File: src/rtl/plat_collision_scan_pkg.sv
// Shared game constants and the scan FSM state encoding for the platform
// collision scanner.
package plat_collision_scan_pkg;

    localparam int PLATFORM_NUM_PER_BLOCK = 7;
    localparam int PHY_WIDTH              = 16;
    localparam int BLOCK_LEN_WIDTH        = 4;
    localparam int PLAT_UNIT              = 16;
    localparam int CHAR_W                 = 32;

    // Platform index / hit_idx width (up to 8 platforms per block).
    localparam int IDX_WIDTH              = 3;

    typedef enum logic [1:0] {
        ST_IDLE = 2'd0,
        ST_SNAP = 2'd1,
        ST_SCAN = 2'd2,
        ST_DONE = 2'd3
    } scan_state_t;

endpackage

File: src/rtl/plat_collision_scan_if.sv
// Request/result bundle of the platform collision scanner.
//
// Handshake: start is a single-cycle request that is only taken while busy
// is low; the scan then runs with busy high and ends with a one-cycle done
// pulse, during which (and until the next done) hit/hit_idx/land_y are the
// result. block_switch cancels a scan that has not yet reached DONE.
interface plat_collision_scan_if #(
    parameter int NUM = plat_collision_scan_pkg::PLATFORM_NUM_PER_BLOCK,
    parameter int PW  = plat_collision_scan_pkg::PHY_WIDTH,
    parameter int LW  = plat_collision_scan_pkg::BLOCK_LEN_WIDTH
) ();
    import plat_collision_scan_pkg::*;

    logic                  start;
    logic [PW-1:0]         char_x;
    logic [PW-1:0]         char_y_prev;
    logic [PW-1:0]         char_y_cur;
    logic [NUM*PW-1:0]     plat_relative_x;
    logic [NUM*PW-1:0]     plat_relative_y;
    logic [NUM*LW-1:0]     plat_len;
    logic                  block_switch;
    logic                  busy;
    logic                  done;
    logic                  hit;
    logic [IDX_WIDTH-1:0]  hit_idx;
    logic [PW-1:0]         land_y;
    scan_state_t           dbg_state;

    modport master (
        output start, char_x, char_y_prev, char_y_cur,
               plat_relative_x, plat_relative_y, plat_len, block_switch,
        input  busy, done, hit, hit_idx, land_y, dbg_state
    );

    modport slave (
        input  start, char_x, char_y_prev, char_y_cur,
               plat_relative_x, plat_relative_y, plat_len, block_switch,
        output busy, done, hit, hit_idx, land_y, dbg_state
    );

endinterface

File: src/rtl/plat_collision_scan_hit_test.sv
// Combinational landing test of the character against one platform.
// Horizontal overlap and edge sums use one extra bit so nothing wraps
// near the top of the coordinate range.
module plat_hit_test #(
    parameter int PW        = 16,
    parameter int LW        = 4,
    parameter int PLAT_UNIT = 16,
    parameter int CHAR_W    = 32
) (
    input  logic [PW-1:0] i_char_x,
    input  logic [PW-1:0] i_y_prev,
    input  logic [PW-1:0] i_y_cur,
    input  logic [PW-1:0] i_px,
    input  logic [PW-1:0] i_py,
    input  logic [LW-1:0] i_len,
    output logic          o_hit
);
    logic [PW:0] w_char_right;
    logic [PW:0] w_len_px;
    logic [PW:0] w_plat_right;

    assign w_char_right = {1'b0, i_char_x} + (PW+1)'(CHAR_W);
    assign w_len_px     = (PW+1)'(i_len) * (PW+1)'(PLAT_UNIT);
    assign w_plat_right = {1'b0, i_px} + w_len_px;

    // A zero length marks an empty slot; a rising character never lands.
    assign o_hit = (i_len != '0)
                && (w_char_right > {1'b0, i_px})
                && ({1'b0, i_char_x} < w_plat_right)
                && (i_y_prev >= i_py)
                && (i_y_cur <= i_py)
                && (i_y_cur <= i_y_prev);

endmodule

File: src/rtl/plat_collision_scan.sv
// Platform collision scanner: snapshots the character and the block's
// platforms, walks the platforms one per cycle and reports the highest
// platform the character's feet crossed this frame.
module plat_collision_scan #(
    parameter int PLATFORM_NUM_PER_BLOCK = plat_collision_scan_pkg::PLATFORM_NUM_PER_BLOCK,
    parameter int PHY_WIDTH              = plat_collision_scan_pkg::PHY_WIDTH,
    parameter int BLOCK_LEN_WIDTH        = plat_collision_scan_pkg::BLOCK_LEN_WIDTH,
    parameter int PLAT_UNIT              = plat_collision_scan_pkg::PLAT_UNIT,
    parameter int CHAR_W                 = plat_collision_scan_pkg::CHAR_W
) (
    input  logic                  sys_clk,
    input  logic                  sys_rst_n,
    plat_collision_scan_if.slave  bus
);
    import plat_collision_scan_pkg::*;

    localparam int N     = PLATFORM_NUM_PER_BLOCK;
    localparam int PW    = PHY_WIDTH;
    localparam int LW    = BLOCK_LEN_WIDTH;
    localparam int SLOTS = 2 ** IDX_WIDTH;
    localparam logic [IDX_WIDTH-1:0] LAST_IDX = IDX_WIDTH'(N - 1);

    scan_state_t            r_state;
    scan_state_t            w_next_state;
    logic                   w_busy;
    logic                   w_done;

    logic [PW-1:0]          r_char_x;
    logic [PW-1:0]          r_y_prev;
    logic [PW-1:0]          r_y_cur;
    logic [N*PW-1:0]        r_px;
    logic [N*PW-1:0]        r_py;
    logic [N*LW-1:0]        r_len;
    logic [IDX_WIDTH-1:0]   r_idx;

    logic                   r_best_hit;
    logic [IDX_WIDTH-1:0]   r_best_idx;
    logic [PW-1:0]          r_best_y;

    logic                   r_hit;
    logic [IDX_WIDTH-1:0]   r_hit_idx;
    logic [PW-1:0]          r_land_y;

    logic [PW-1:0]          w_px_slot  [SLOTS];
    logic [PW-1:0]          w_py_slot  [SLOTS];
    logic [LW-1:0]          w_len_slot [SLOTS];
    logic [PW-1:0]          w_cur_px;
    logic [PW-1:0]          w_cur_py;
    logic [LW-1:0]          w_cur_len;
    logic                   w_cur_hit;
    logic                   w_take;
    logic                   w_nxt_hit;
    logic [IDX_WIDTH-1:0]   w_nxt_idx;
    logic [PW-1:0]          w_nxt_y;
    logic                   w_last;

    // Unpack the snapshot into a power-of-two table so the counter can
    // index it directly; slots past the last platform read as empty.
    for (genvar g = 0; g < SLOTS; g++) begin : g_slot
        if (g < N) begin : g_real
            assign w_px_slot[g]  = r_px[g*PW +: PW];
            assign w_py_slot[g]  = r_py[g*PW +: PW];
            assign w_len_slot[g] = r_len[g*LW +: LW];
        end else begin : g_pad
            assign w_px_slot[g]  = '0;
            assign w_py_slot[g]  = '0;
            assign w_len_slot[g] = '0;
        end
    end

    assign w_cur_px  = w_px_slot[r_idx];
    assign w_cur_py  = w_py_slot[r_idx];
    assign w_cur_len = w_len_slot[r_idx];

    plat_hit_test #(
        .PW        (PW),
        .LW        (LW),
        .PLAT_UNIT (PLAT_UNIT),
        .CHAR_W    (CHAR_W)
    ) u_hit_test (
        .i_char_x (r_char_x),
        .i_y_prev (r_y_prev),
        .i_y_cur  (r_y_cur),
        .i_px     (w_cur_px),
        .i_py     (w_cur_py),
        .i_len    (w_cur_len),
        .o_hit    (w_cur_hit)
    );

    // Strictly-higher replaces the best so far; since the scan ascends,
    // equal heights keep the lower index.
    assign w_take    = w_cur_hit && (!r_best_hit || (w_cur_py > r_best_y));
    assign w_nxt_hit = r_best_hit | w_take;
    assign w_nxt_idx = w_take ? r_idx : r_best_idx;
    assign w_nxt_y   = w_take ? w_cur_py : r_best_y;
    assign w_last    = (r_idx == LAST_IDX);

    // Next-state and status decode of the scan FSM.
    always_comb begin
        w_next_state = r_state;
        w_busy       = 1'b0;
        w_done       = 1'b0;
        case (r_state)
            ST_IDLE: begin
                if (bus.start) w_next_state = ST_SNAP;
            end
            ST_SNAP: begin
                w_busy       = 1'b1;
                w_next_state = bus.block_switch ? ST_IDLE : ST_SCAN;
            end
            ST_SCAN: begin
                w_busy = 1'b1;
                if (bus.block_switch) w_next_state = ST_IDLE;
                else if (w_last)      w_next_state = ST_DONE;
            end
            ST_DONE: begin
                w_busy       = 1'b1;
                w_done       = 1'b1;
                w_next_state = ST_IDLE;
            end
            default: w_next_state = ST_IDLE;
        endcase
    end

    // State register, input snapshot, running best and committed result.
    always_ff @(posedge sys_clk) begin
        if (!sys_rst_n) begin
            r_state    <= ST_IDLE;
            r_char_x   <= '0;
            r_y_prev   <= '0;
            r_y_cur    <= '0;
            r_px       <= '0;
            r_py       <= '0;
            r_len      <= '0;
            r_idx      <= '0;
            r_best_hit <= 1'b0;
            r_best_idx <= '0;
            r_best_y   <= '0;
            r_hit      <= 1'b0;
            r_hit_idx  <= '0;
            r_land_y   <= '0;
        end else begin
            r_state <= w_next_state;
            case (r_state)
                ST_SNAP: begin
                    r_char_x   <= bus.char_x;
                    r_y_prev   <= bus.char_y_prev;
                    r_y_cur    <= bus.char_y_cur;
                    r_px       <= bus.plat_relative_x;
                    r_py       <= bus.plat_relative_y;
                    r_len      <= bus.plat_len;
                    r_idx      <= '0;
                    r_best_hit <= 1'b0;
                    r_best_idx <= '0;
                    r_best_y   <= '0;
                end
                ST_SCAN: begin
                    r_idx      <= w_last ? '0 : r_idx + IDX_WIDTH'(1);
                    r_best_hit <= w_nxt_hit;
                    r_best_idx <= w_nxt_idx;
                    r_best_y   <= w_nxt_y;
                    if (w_last && !bus.block_switch) begin
                        r_hit     <= w_nxt_hit;
                        r_hit_idx <= w_nxt_idx;
                        r_land_y  <= w_nxt_y;
                    end
                end
                default: ;
            endcase
        end
    end

    assign bus.busy      = w_busy;
    assign bus.done      = w_done;
    assign bus.hit       = r_hit;
    assign bus.hit_idx   = r_hit_idx;
    assign bus.land_y    = r_land_y;
    assign bus.dbg_state = r_state;

endmodule

File: src/flat_wrapper.sv
// flat-port wrapper written by rule: the top's interface ports become plain ports
module plat_collision_scan_flat import plat_collision_scan_pkg::*;
#(
    parameter int PLATFORM_NUM_PER_BLOCK = plat_collision_scan_pkg::PLATFORM_NUM_PER_BLOCK,
    parameter int PHY_WIDTH              = plat_collision_scan_pkg::PHY_WIDTH,
    parameter int BLOCK_LEN_WIDTH        = plat_collision_scan_pkg::BLOCK_LEN_WIDTH,
    parameter int PLAT_UNIT              = plat_collision_scan_pkg::PLAT_UNIT,
    parameter int CHAR_W                 = plat_collision_scan_pkg::CHAR_W
)
  (sys_clk, sys_rst_n, bus_start, bus_char_x, bus_char_y_prev, bus_char_y_cur, bus_plat_relative_x, bus_plat_relative_y, bus_plat_len, bus_block_switch, bus_busy, bus_done, bus_hit, bus_hit_idx, bus_land_y, bus_dbg_state);
  plat_collision_scan_if #(.NUM((7)), .PW((16)), .LW((4))) bus_i ();
  input  logic sys_clk;
  input  logic sys_rst_n;
  input wire logic [$bits(bus_i.start)-1:0] bus_start;
  input wire logic [$bits(bus_i.char_x)-1:0] bus_char_x;
  input wire logic [$bits(bus_i.char_y_prev)-1:0] bus_char_y_prev;
  input wire logic [$bits(bus_i.char_y_cur)-1:0] bus_char_y_cur;
  input wire logic [$bits(bus_i.plat_relative_x)-1:0] bus_plat_relative_x;
  input wire logic [$bits(bus_i.plat_relative_y)-1:0] bus_plat_relative_y;
  input wire logic [$bits(bus_i.plat_len)-1:0] bus_plat_len;
  input wire logic [$bits(bus_i.block_switch)-1:0] bus_block_switch;
  output wire logic [$bits(bus_i.busy)-1:0] bus_busy;
  output wire logic [$bits(bus_i.done)-1:0] bus_done;
  output wire logic [$bits(bus_i.hit)-1:0] bus_hit;
  output wire logic [$bits(bus_i.hit_idx)-1:0] bus_hit_idx;
  output wire logic [$bits(bus_i.land_y)-1:0] bus_land_y;
  output wire logic [$bits(bus_i.dbg_state)-1:0] bus_dbg_state;
  assign bus_i.start = bus_start;
  assign bus_i.char_x = bus_char_x;
  assign bus_i.char_y_prev = bus_char_y_prev;
  assign bus_i.char_y_cur = bus_char_y_cur;
  assign bus_i.plat_relative_x = bus_plat_relative_x;
  assign bus_i.plat_relative_y = bus_plat_relative_y;
  assign bus_i.plat_len = bus_plat_len;
  assign bus_i.block_switch = bus_block_switch;
  assign bus_busy = bus_i.busy;
  assign bus_done = bus_i.done;
  assign bus_hit = bus_i.hit;
  assign bus_hit_idx = bus_i.hit_idx;
  assign bus_land_y = bus_i.land_y;
  assign bus_dbg_state = bus_i.dbg_state;
  plat_collision_scan #(.PLATFORM_NUM_PER_BLOCK(PLATFORM_NUM_PER_BLOCK), .PHY_WIDTH(PHY_WIDTH), .BLOCK_LEN_WIDTH(BLOCK_LEN_WIDTH), .PLAT_UNIT(PLAT_UNIT), .CHAR_W(CHAR_W)) u_core (.sys_clk(sys_clk), .sys_rst_n(sys_rst_n), .bus(bus_i));
endmodule
File: config.mk
export PLATFORM = sky130hd
export DESIGN_NAME = plat_collision_scan_flat
export DESIGN_NICKNAME = d
export VERILOG_FILES = /design/src/rtl/plat_collision_scan_pkg.sv /design/src/rtl/plat_collision_scan_if.sv /design/src/rtl/plat_collision_scan_hit_test.sv /design/src/rtl/plat_collision_scan.sv /design/src/flat_wrapper.sv
export SDC_FILE = /design/constraint.sdc
export NUM_CORES = 1
export LEC_CHECK = 0
export ABC_AREA = 1
export CAP_MARGIN = 20
export CORE_UTILIZATION = 40
export DETAILED_ROUTE_END_ITERATION = 7
export GPL_TIMING_DRIVEN = 0
export PLACE_DENSITY_LB_ADDON = 0.1
export RECOVER_POWER = 50
export SETUP_SLACK_MARGIN = 0.5
export SLEW_MARGIN = 20
export SYNTH_ARGS = -nofsm -noshare
export SYNTH_HDL_FRONTEND = slang
export SYNTH_SLANG_ARGS = --single-unit
File: constraint.sdc
create_clock -name sys_clk -period 4.6 [get_ports sys_clk]
set_input_delay 0.92 -clock sys_clk [delete_from_list [all_inputs] [get_ports sys_clk]]
set_output_delay 0.92 -clock sys_clk [all_outputs]
set_load 0.02 [all_outputs]
==> flow_summary.ini, run 1 <==
[placement]
hpwl_mm = 51.2
gp_congestion = 0.938
io_buffers = 326
place_ws_ps = -935
dp.cells = 3369

[layout]
seq_area_mm2 = 0.00691
fin_nets = 3303
nFillCells = 4139
layout-drive-gt1-share_pct = 7.49
stdcell_count = 3462
multi_input_area_mm2 = 0.00939
n_antenna_cell = 0
syn_to_final_growth_pct = 35.2

[synthesis]
netlist.top_cell.by_area = dfxtp_1
avgSynthCellArea_um2 = 6.86
synth_seq_area_share_pct = 40.2
synth_compound_area_share_pct = 18.3
synthXorXnorAreaFrac_pct = 0.866
synth_adder_area_share_pct = 7.54
synth_mux_area_share_pct = 0
synth_nets = 2911
synth_ff_type = dfxtp_1
synthTopCellsByCount = 695 x nor2_1, 421 x o21ai_0, 345 x dfxtp_1
syn_area_mm2 = 0.0172
synth_edf_count = 0
ys_top_cells_by_area = dfxtp_1 40%, nor2_1 15%, o21ai_0 12%
yosys.area_share.simple_pct = 26.0
ys_ff_latch = 345
synth_warnings = 0
synthCells = 2504
yosys.area.top_type_share_pct = 40.2
synth_cell_type_count = 40
synth_top_family_by_area = simple AND/OR/NAND/NOR gates
synth.most_common_cell = nor2_1
async_flop_share_pct = 0

[floorplanning]
ioPinCount = 328
core-area_mm2 = 0.0421
dieArea_mm2 = 0.0438
die_x_um = 209
rows = 75
die_y_um = 209
initial_core_util_pct = 40.8

[worst_setup_path]
crit_family = simple AND/OR/NAND/NOR gates
arrival_ps = 4680
critPathCaptureType = flip-flop
crit_slowest_cell = fa_2
path_max_fanout = 7
worstSetupPathType = flip-flop to flip-flop
worst_setup_path_start_kind = flip-flop
critPathRequiredTime_ps = 5030
crit_buf_inv = 6
crit_top_cell = nand2_1
critical-path-max-stage-delay_ps = 360

[global_route]
grt_use_total_pct = 29.7
grt_max_degree = 14
grt_pass1_vias = 17700
antenna_found_initial = 1
grt.overflow.total = 0
grt_pass1_wl_mm = 99.9

[clock_tree]
cts_tree = yes
clockBufferDepth = 3
cts-root-buf = clkbuf_16
cts_sinks = 345
cts_max_level = 2
clock_latency_ps = 580
numCtsBuffers = 39
clk_pin_slew_ps = 60

[timing]
hold_viol = 0
setup_violations = 0
rsz0062_at_grt = yes
post-route-period-util_pct = 92.4
finalMaxSlewViolations = 0
worst_slew_pin_slew_ps = 1180
fin_ws_ps = 350
clock.fmax_mhz = 235
setup_tns_ps = 0
clock_skew_ps = 20.3
maxSlewHeadroom_pct = 21.3
fin_crit_ps = 4250

[drt]
drc_errors = 0
vias = 18300
wl_met2_mm = 29.6
wl_met1_mm = 29.0
via_per_inst = 5.28
post_drt_wl_per_cell_um = 19.0
drt_wl_total_mm = 65.7
top_layer = met4
dr.first_iter.drc_count = 1442
wl_met3_mm = 4.58
drt_first_pass_iters = 6
drtAntennaViolNets = 0

[min_path]
hold_class = flip-flop to flip-flop

[pwr]
static-leakage-power_nw = 10.0
peakVddDrop_uv = 227
p_per_area_mw_per_mm2 = 496

[status]
status = completed

[flow_run]
maxCapViolCount = 0
tightest hold or removal path: stages, from the launching register on:
cell	delay, ps
dfxtp_1	300
inv_1	60
a21oi_1	60
power breakdown:
part | internal (mW) | switching (mW)
Clock | 2.03 | 1.33
Sequential | 3.61 | 0.403
Combinational | 1.52 | 2.64
routing by layer:
metal | vias up | track usage [%]
met5 | - | 0
met2 | 687 | 48.5
li1 | 8956 | -
met3 | 126 | 3.65
met4 | 0 | 12.0
met1 | 8502 | 39.9
placed cells by master, fill, tap and decap left out, drive strengths merged:
cell           instances
inv                  151
dlygate4sd3           24
and2                   2
a21o                   1
o211ai                 4
clkinv                10
fa                     1
a211oi                 4
nand2                338
nand3                 41
clkdlybuf4s15          1
a32oi                  1
clkdlybuf4s50        302
xnor2                  4
o22ai                  1
nor4                   1
nand4                 33
a221oi                 4
bufinv                 6
nor2                 699
ha                   102
o21bai                 3
xor2                  13
dfxtp                345
o21a                   5
nor3                  10
a32o                   3
o21ai                443
clkbuf               186
nand3b                 1
buf                   49
nor3b                  1
a22oi                 20
a21oi                114
what timing repair did:
| action | 4_1_cts | 5_1_grt |
|---|---|---|
| hold buffers | 0 | 0 |
| setup endpoints to repair | 40 | 42 |
| resized for setup | 119 | 51 |
| endpoints found under the hold margin | 0 | 0 |
| cloned | 3 | 0 |
| buffers inserted | 18 | 4 |
| pin swaps | 35 | 37 |
state kept, by name, summed over array words and instances (netlist names), 3 cells and up:
name / cells
u_core.r_y_cur: 16
u_core.r_best_idx: 3
u_core.r_px: 112
u_core.r_idx: 3
u_core.r_best_y: 16
u_core.bus.land_y: 16
u_core.r_py: 112
u_core.bus.hit_idx: 3
u_core.r_len: 28
u_core.r_y_prev: 16
u_core.r_char_x: 16
final cells by class:
cell class	instances	area share [%]
multi-input cells	1849	40.4
flip-flops and latches	345	29.7
repair buffers	351	15.0
clock buffers	51	4.74
plain buffers	160	3.68
well taps	539	2.90
inverters	150	2.46
clock inverters	17	1.09
through the flow:
step	power, mW	util (%)	hold slack [ps]	area [um2]
after floorplan	6.44	-	434	17200
after global placement	7.82	50.1	443	21100
after detailed placement	7.91	50.1	449	21100
after CTS	11.4	54.8	458	23100
after global routing	12.2	55.2	482	23200
final	11.5	55.2	459	23200
logic make-up after synthesis:
kind of cell | count (synthesis)
AO/OA/AOI/OAI | 603
XOR/XNOR | 17
AND/OR/NAND/NOR | 1126
flip-flops | 345
adder cells (fa/ha/maj) | 103
buffers and inverters | 310
path summary, 6_finish.rpt:
check	cells after the start	slack, ps	startpoint	to
max reg2reg	29	350	u_core.r_idx[0]$_SDFFE_PN0P_	u_core.r_best_y[7]$_SDFFE_PN0P_
min reg2reg	2	460	u_core.r_len[4]$_SDFFE_PN0N_	u_core.r_len[4]$_SDFFE_PN0N_
min	2	460	u_core.r_len[4]$_SDFFE_PN0N_	u_core.r_len[4]$_SDFFE_PN0N_
max	29	350	u_core.r_idx[0]$_SDFFE_PN0P_	u_core.r_best_y[7]$_SDFFE_PN0P_
Note: power is estimated with default switching activity, not from simulation.
==> inputs of run 2 (changes only) <==
--- a/config.mk
+++ b/config.mk
@@ -10,6 +10,7 @@
 export CORE_UTILIZATION = 40
 export DETAILED_ROUTE_END_ITERATION = 7
 export GPL_TIMING_DRIVEN = 0
+export MAX_ROUTING_LAYER = met4
 export PLACE_DENSITY_LB_ADDON = 0.1
 export RECOVER_POWER = 50
 export SETUP_SLACK_MARGIN = 0.5
==> flow_summary.ini, run 2 (synthesized netlist as in run 1, its figures left out) <==
[status]
status = completed

[timing]
maxSlewHeadroom_pct = 21.6
setup_violations = 0
fin_crit_ps = 4170
worst_slew_pin_slew_ps = 1180
holdWs_ps = 460
clock.fmax_mhz = 240
finalMaxSlewViolations = 0
clock_skew_ps = 28.8
post-route-period-util_pct = 90.7
rsz0062_at_grt = yes
hold_viol = 0

[min_path]
min_from = u_core.r_len[0]$_SDFFE_PN0N_
holdPathEnd = u_core.r_len[0]$_SDFFE_PN0N_
hold_class = flip-flop to flip-flop
whs_path_depth = 2

[global_route]
grt_use_total_pct = 30.6
grt.overflow.total = 0
antenna_found_initial = 0
grt_pass1_vias = 17700
grt_max_degree = 14
grt_pass1_wl_mm = 99.7

[drt]
post_drt_wl_per_cell_um = 19.2
drc_errors = 0
dr.first_iter.drc_count = 1580
drt_wl_total_mm = 66.4
drtAntennaViolNets = 0
via_per_inst = 5.31
drt_first_pass_iters = 5
vias = 18400

[worst_setup_path]
critPathRequiredTime_ps = 5070
r2r_start = u_core.r_idx[0]$_SDFFE_PN0P_
worstSetupPathType = flip-flop to flip-flop
crit_slowest_cell = fa_2
reg2reg_depth = 30
path_max_fanout = 5
worst_setup_path_start_kind = flip-flop
arrival_ps = 4640
ff2ff_setup_slack_ps = 430
r2r_end = u_core.bus.land_y[3]$_SDFFE_PN0P_
critPathCaptureType = flip-flop
critical-path-max-stage-delay_ps = 350

[layout]
top_regs = u_core.r_px x112, u_core.r_py x112, u_core.r_len x28
n_antenna_cell = 0
nFillCells = 4105
final_common_cell = nor2_1
final_area_mm2 = 0.0233
stdcell_count = 3467
multi_input_area_mm2 = 0.00943
syn_to_final_growth_pct = 35.3
layout-drive-gt1-share_pct = 7.96
seq_area_mm2 = 0.00691
fin_nets = 3305
layout_common_cells = 692 x nor2_1, 406 x o21ai_0, 342 x dfxtp_1, 302 x clkdlybuf4s50_1, 288 x nand2_1

[clock_tree]
clockBufferDepth = 3
numCtsBuffers = 39
cts_max_level = 2
cts_sinks = 345
clk_pin_slew_ps = 60
ctsHoldBuffers = 0
clock_latency_ps = 580
cts_tree = yes
cts-root-buf = clkbuf_16

[floorplanning]
ioPinCount = 328
core-area_mm2 = 0.0421
rows = 75
die_x_um = 209
dieArea_mm2 = 0.0438
initial_core_util_pct = 40.8
die_y_um = 209

[flow_run]
maxCapViolCount = 0

[placement]
io_buffers = 326
hpwl_mm = 51.6
placed_cell_area_mm2 = 0.0211
dp.cells = 3369
gp_congestion = 0.959

[pwr]
static-leakage-power_nw = 10.0
p_per_area_mw_per_mm2 = 492
peakVddDrop_uv = 261
p_total_mw = 11.4
==> run 2: per-stage QoR <==
stage / utilization [%] / setup WS, ps / setup TNS (ps)
6_report: 55.2 / 426 / 0
2_1_floorplan: - / 650 / 0
4_1_cts: 54.5 / 421 / 0
3_3_place_gp: 50.1 / -886 / -29810
5_1_grt: 55.2 / 229 / 0
3_5_place_dp: 50.1 / -944 / -32450
==> run 2: worst max-delay path, delay by kind of cell, from the launching register on <==
family	cells	cell delay [ps]
and+or+nand+nor	14	1240
buffers and inverters	7	800
adders and majority gates	3	780
AOI/OAI and AO/OA	5	710
DFF	1	330
xor gates and xnor gates	1	210
==> run 2: what timing repair did <==
action                     CTS  global route
setup endpoints to repair   40            40
resized for setup          112            72
buffers inserted            16             7
gates cloned                 2             2
pin swaps                   31            42
==> run 2: final cells by class <==
type	count	share of cell area [%]
buffer	160	3.77
clock buffer	51	4.69
clock inverter	20	0.952
inverter	150	2.45
multi-input combinational	1850	40.5
sequential	345	29.7
tap	539	2.90
timing repair buffer	352	15.0
==> run 2: how the worst max path moves through the flow <==
stage,endpoint,cells past startpoint,start
global route,u_core.bus.land_y[7]$_SDFFE_PN0P_,31,u_core.r_idx[0]$_SDFFE_PN0P_
global placement,u_core.bus.land_y[3]$_SDFFE_PN0P_,30,u_core.r_idx[0]$_SDFFE_PN0P_
CTS,u_core.bus.land_y[3]$_SDFFE_PN0P_,30,u_core.r_idx[0]$_SDFFE_PN0P_
detailed placement,u_core.bus.land_y[3]$_SDFFE_PN0P_,31,u_core.r_idx[0]$_SDFFE_PN0P_
floorplan,u_core.bus.hit_idx[2]$_SDFFE_PN0P_,31,u_core.r_idx[0]$_SDFFE_PN0P_
finish,u_core.bus.land_y[3]$_SDFFE_PN0P_,30,u_core.r_idx[0]$_SDFFE_PN0P_
==> run 2: routing by layer <==
metal	global-route usage [%]	vias up	routed length [um]
met5	-	-	0
met4	10.6	0	2280
met3	3.37	139	4440
met2	49.2	707	30300
met1	39.9	8610	29400
li1	-	8958	-
==> run 2: report_power, final <==
group          leakage [nW]  switching (mW)  internal, mW
clock                 0.654            1.35          1.86
sequential             2.84           0.414          3.61
combinational          6.55            2.67          1.55
total                  10.0            4.43          7.01
